**config.mk**
```make
export PLATFORM = sky130hd
export DESIGN_NAME = sprite_motion_ctrl
export DESIGN_NICKNAME = d
export VERILOG_FILES = /design/src/rtl/sprite_motion_ctrl.sv
export SDC_FILE = /design/constraint.sdc
export NUM_CORES = 1
export LEC_CHECK = 0
export CAP_MARGIN = 20
export CORE_MARGIN = 2
export CORE_UTILIZATION = 55
export DETAILED_ROUTE_END_ITERATION = 8
export PLACE_DENSITY = 0.83
export SLEW_MARGIN = 5
export SYNTH_ARGS = -nofsm -noshare
export SYNTH_HDL_FRONTEND = slang
export SYNTH_SLANG_ARGS = --single-unit
```
**constraint.sdc**
```tcl
create_clock -name CLK -period 3.5 [get_ports CLK]
set_input_delay 0.875 -clock CLK [delete_from_list [all_inputs] [get_ports CLK]]
set_output_delay 0.875 -clock CLK [all_outputs]
set_load 0.02 [all_outputs]
```
**src/rtl/sprite_motion_ctrl.sv**
```systemverilog
// sprite_motion_ctrl
//   Moves a sprite around the visible screen once per frame and bounces it
//   off the walls. A frame-refresh pulse starts a four-state update: the
//   X axis is stepped, then the Y axis, then both are committed together.
//   Position and direction outputs therefore change on a single edge.
//
//   Build option: define SPRITE_MOTION_BOUNCE_CNT_EN to build the saturating
//   wall-hit counter. Without it, BOUNCE_COUNT is tied to zero.
//
//   Ports
//     CLK          system clock, rising edge
//     RESET        synchronous active-high reset
//     REFRESH      one-cycle frame pulse from the VGA interface
//     ENABLE       motion enable; sampled together with REFRESH
//     SPEED[3:0]   pixels per frame, latched when an update starts
//     X[9:0]       sprite top-left horizontal position
//     Y[8:0]       sprite top-left vertical position
//     DIR_X        1 = right, 0 = left
//     DIR_Y        1 = down,  0 = up
//     BUSY         update in progress
//     BOUNCE       one-cycle strobe after a commit that hit any wall
//     BOUNCE_COUNT saturating wall-hit count
//
//   state  | meaning
//   IDLE   | waiting for REFRESH & ENABLE
//   STEP_X | compute next X / DIR_X into staging registers
//   STEP_Y | compute next Y / DIR_Y into staging registers
//   COMMIT | copy staging to outputs, raise BOUNCE on any hit

module sprite_motion_ctrl #(
    parameter int SPRITE_W = 80,
    parameter int SPRITE_H = 80,
    parameter int SCREEN_W = 640,
    parameter int SCREEN_H = 480,
    parameter int MARGIN   = 5,
    parameter int X_INIT   = 280,
    parameter int Y_INIT   = 200
) (
    input  logic       CLK,
    input  logic       RESET,
    input  logic       REFRESH,
    input  logic       ENABLE,
    input  logic [3:0] SPEED,
    output logic [9:0] X,
    output logic [8:0] Y,
    output logic       DIR_X,
    output logic       DIR_Y,
    output logic       BUSY,
    output logic       BOUNCE,
    output logic [7:0] BOUNCE_COUNT
);

    localparam logic [10:0] XMIN = 11'(MARGIN);
    localparam logic [10:0] XMAX = 11'(SCREEN_W - SPRITE_W - MARGIN);
    localparam logic [10:0] YMIN = 11'(MARGIN);
    localparam logic [10:0] YMAX = 11'(SCREEN_H - SPRITE_H - MARGIN);

    typedef enum logic [1:0] {IDLE, STEP_X, STEP_Y, COMMIT} state_t;

    state_t      state;
    state_t      state_nxt;

    logic [3:0]  spd;
    logic [10:0] x_stg;
    logic [10:0] y_stg;
    logic        dx_stg;
    logic        dy_stg;
    logic        hit_x;
    logic        hit_y;
    logic [12:0] x_res;
    logic [12:0] y_res;

    // Returns {hit, new_dir, new_pos}. A zero step never moves or flips,
    // even when the sprite already sits on a wall.
    function automatic logic [12:0] step_axis(
        input logic [10:0] pos,
        input logic        dir,
        input logic [3:0]  s,
        input logic [10:0] lo,
        input logic [10:0] hi
    );
        logic [10:0] s_w;
        s_w = {7'd0, s};
        if (s == 4'd0)
            step_axis = {1'b0, dir, pos};
        else if (dir) begin
            if (pos + s_w >= hi)
                step_axis = {1'b1, 1'b0, hi};
            else
                step_axis = {1'b0, 1'b1, pos + s_w};
        end else begin
            if (pos <= lo + s_w)
                step_axis = {1'b1, 1'b1, lo};
            else
                step_axis = {1'b0, 1'b0, pos - s_w};
        end
    endfunction

    assign x_res = step_axis(x_stg, dx_stg, spd, XMIN, XMAX);
    assign y_res = step_axis(y_stg, dy_stg, spd, YMIN, YMAX);
    assign BUSY  = (state != IDLE);

    always_ff @(posedge CLK) begin
        if (RESET)
            state <= IDLE;
        else
            state <= state_nxt;
    end

    always_comb begin
        state_nxt = state;
        case (state)
            IDLE:    if (REFRESH && ENABLE) state_nxt = STEP_X;
            STEP_X:  state_nxt = STEP_Y;
            STEP_Y:  state_nxt = COMMIT;
            COMMIT:  state_nxt = IDLE;
            default: state_nxt = IDLE;
        endcase
    end

    always_ff @(posedge CLK) begin
        if (RESET) begin
            spd    <= 4'd0;
            x_stg  <= 11'(X_INIT);
            y_stg  <= 11'(Y_INIT);
            dx_stg <= 1'b0;
            dy_stg <= 1'b0;
            hit_x  <= 1'b0;
            hit_y  <= 1'b0;
            X      <= 10'(X_INIT);
            Y      <= 9'(Y_INIT);
            DIR_X  <= 1'b0;
            DIR_Y  <= 1'b0;
            BOUNCE <= 1'b0;
        end else begin
            BOUNCE <= 1'b0;
            case (state)
                IDLE: begin
                    if (REFRESH && ENABLE) begin
                        spd    <= SPEED;
                        x_stg  <= {1'b0, X};
                        y_stg  <= {2'b00, Y};
                        dx_stg <= DIR_X;
                        dy_stg <= DIR_Y;
                    end
                end
                STEP_X: {hit_x, dx_stg, x_stg} <= x_res;
                STEP_Y: {hit_y, dy_stg, y_stg} <= y_res;
                COMMIT: begin
                    // Staging is clamped to the bounds, so truncation is safe.
                    X      <= x_stg[9:0];
                    Y      <= y_stg[8:0];
                    DIR_X  <= dx_stg;
                    DIR_Y  <= dy_stg;
                    BOUNCE <= hit_x | hit_y;
                end
                default: ;
            endcase
        end
    end

`ifdef SPRITE_MOTION_BOUNCE_CNT_EN
    logic [7:0] bounce_cnt;

    always_ff @(posedge CLK) begin
        if (RESET)
            bounce_cnt <= 8'd0;
        else if (state == COMMIT && (hit_x || hit_y) && bounce_cnt != 8'hFF)
            bounce_cnt <= bounce_cnt + 8'd1;
    end

    assign BOUNCE_COUNT = bounce_cnt;
`else
    assign BOUNCE_COUNT = 8'd0;
`endif

endmodule

```
==> reports/summary.txt <==
RSZ-0062 raised after global routing - false
Main combinational cell family by area after synthesis - compound AO/OA/AOI/OAI gates
Synth unique cells - 88
Core outline area - 7730 um2
DRT iter0 DRCs - 309
Post-CTS sizing - 0
Period utilisation layout - 0.926
Cells after DPL - 652
CP Data Arrival Time - 3480 ps
Layout Cells excl Fill - 660
Clock root buffer - clkbuf_8
Final GP Congestion - 0.969
Net count, final - 601
Worst skew pair latency - 330 ps
Initial core utilization - 0.569
WL/cell - 18.9 um
Commonest non-fill, non-tap cell in the layout - nor2_1
Fraction of registers with async set/reset - 0
Minimum clock period - 3240 ps
Die area - 8730 um2
Area grow syn2layout - 9.36%
ANT nets after route - 0
Post-CTS Hold Buffers - 0
DRT Wirelength - 12.5 mm
Setup TNS - 0 ps
GRT Util Overall - 0.296
Crit path capture type - register
Compound-Gate Fraction of Synth Area - 0.275
Register area - 1080 um2
Final hold violations - 0
Area of the multi-input gates - 3030 um2
# diodes - 0
CTS tree - yes
Worst min path class - register to register
Post-synth top area share - 0.246
Slew Limit Headroom - 0.332
Fin area - 4810 um2
Static leakage - 1.75 nW
Top FF cell, synth - dfxtp_1
Fill cell count - 676
Yosys top cell by area - dfxtp_1
Slew Viols, Final - 0
Fraction of layout cells with a size suffix above 1 - 0.0789
Synth Warn # - 0
Reg clk slew, reported paths - 110 ps
Ports - 39
Max VDD drop - 0.000257 V
Fin Clk Skew - 11.9 ps
Seq/Total Area, Yosys - 0.246
Initial antenna violation count - 0
Most frequent cells in the layout - nor2_1, dfxtp_1, nand2_1, a21oi_1, ha_1
Post-place instance area - 4690 um2
CP max FO - 11
CP startpoint kind - register
Die Y-Extent - 93.4 um
CTS buffer count - 5
Power Density - 535 nW/um2
Vias - 4,197
Die X - 93.4 um
Vias per cell - 6.36
Vias in the first global route - 4,269
Synth Area in Adders - 0.109
Synthesized area - 4400 um2
Buffers on Ports - 30
Finish-stage setup viols - 0
Setup Buffers After CTS - 0
Clock sinks - 54
Synth Area in XOR/XNOR - 0.0455
# Max-Cap Violations - 0
DRC errors left - 0
Mapped Cells - 545
Crit Path Class - register to register
Wire length of the first global-routing pass - 20.7 mm
Worst path required time - 3740 ps
Status - finished clean
Yosys reg bits - 54
Mux share of post-synthesis cell area - 0.0458
Max clock buf depth - 2
Area contributors post-synth - dfxtp_1, ha_1, nor2_1
Post-Synth Simple-Gate Area - 0.207
Post-DP HPWL - 9.10 mm
Max Clk Rate - 309 MHz
Largest net degree at the start of global routing - 35
Worst Tran Pin Value - 1000 ps
H-tree levels - 2
Syn Area/Cell - 8.07 um2
Worst hold margin - 509 ps
EDFF count, synth - 0
Rows - 32
GRT Residual Overflow - 0
Pre-antenna DRT Iters - 4
[logic make-up after synthesis]
| kind of cell | after synthesis |
|---|---|
| DFF | 54 |
| other | 1 |
| adders and majority gates | 36 |
| AOI/OAI and AO/OA | 161 |
| muxes | 20 |
| xor gates and xnor gates | 22 |
| and+or+nand+nor | 184 |
| buffers and inverters | 67 |
[critical path, stage by stage, from the launching register on]
cell and delay [ps]:
dfxtp_1 460, inv_1 260, ha_1 370, inv_1 60, ha_1 280, nor2b_1 130
o21ai_0 160, a32o_1 180, a31oi_1 320, a221o_1 430, a311o_1 350, a41oi_1 160
[where the power goes]
part | leakage, nW | switching [mW] | internal [mW]
combinational | 1.25 | 0.798 | 0.472
clock | 0.0618 | 0.232 | 0.236
sequential | 0.438 | 0.150 | 0.686
total | 1.75 | 1.18 | 1.39
[path summary, 6_finish.rpt]
| path | start | slack (ps) | end | cells past startpoint |
|---|---|---|---|---|
| hold / removal | state[1] | 510 | state[1] | 2 |
| setup reg to reg | spd[1] | 260 | y_stg[2] | 11 |
| setup / recovery | spd[1] | 260 | y_stg[2] | 11 |
| hold reg to reg | state[1] | 510 | state[1] | 2 |
[synthesized netlist by cell type (10+ instances only)]
cell type and n:
nor2_1 66, xnor2_1 16, dfxtp_1 54, o21ai_0 22, nand3_1 11, nor3_1 15
buf_4 10, ha_1 32, clkbuf_1 17, inv_1 25, mux2i_1 19, nor2b_1 17
nand2_1 35, a21oi_1 34
[layout make-up]
type | count | area share
clock buffers | 6 | 0.0172
clock inverters | 2 | 0.00807
inverters | 30 | 0.0234
multi-input cells | 431 | 0.631
flip-flops and latches | 54 | 0.225
well taps | 102 | 0.0265
repair buffers | 35 | 0.0692
[per-stage QoR]
| step | utilization | power (mW) | worst slack [ps] |
|---|---|---|---|
| 6_report | 0.622 | 2.57 | 260 |
| 5_1_grt | 0.622 | 2.73 | 11.5 |
| 4_1_cts | 0.622 | 2.54 | 351 |
| 3_5_place_dp | 0.607 | 2.07 | 402 |
| 3_3_place_gp | 0.607 | 2.04 | 520 |
| 2_1_floorplan | - | 1.76 | 974 |
[metal layers]
layer	wire [um]	vias up	track usage
met5	0	-	0
met4	301	0	0.120
met3	759	33	0.0435
met2	6350	192	0.522
met1	5050	1995	0.360
li1	-	1977	-
[flip-flops by register name, indices dropped and copies added (netlist names)]
| name | count |
|---|---|
| x_stg | 11 |
| BOUNCE | 1 |
| hit_x | 1 |
| X | 10 |
| Y | 9 |
| hit_y | 1 |
| state | 2 |
| y_stg | 11 |
| DIR_Y | 1 |
| DIR_X | 1 |
| dy_stg | 1 |
| dx_stg | 1 |
| spd | 4 |
(Power assumes the default switching activity.)
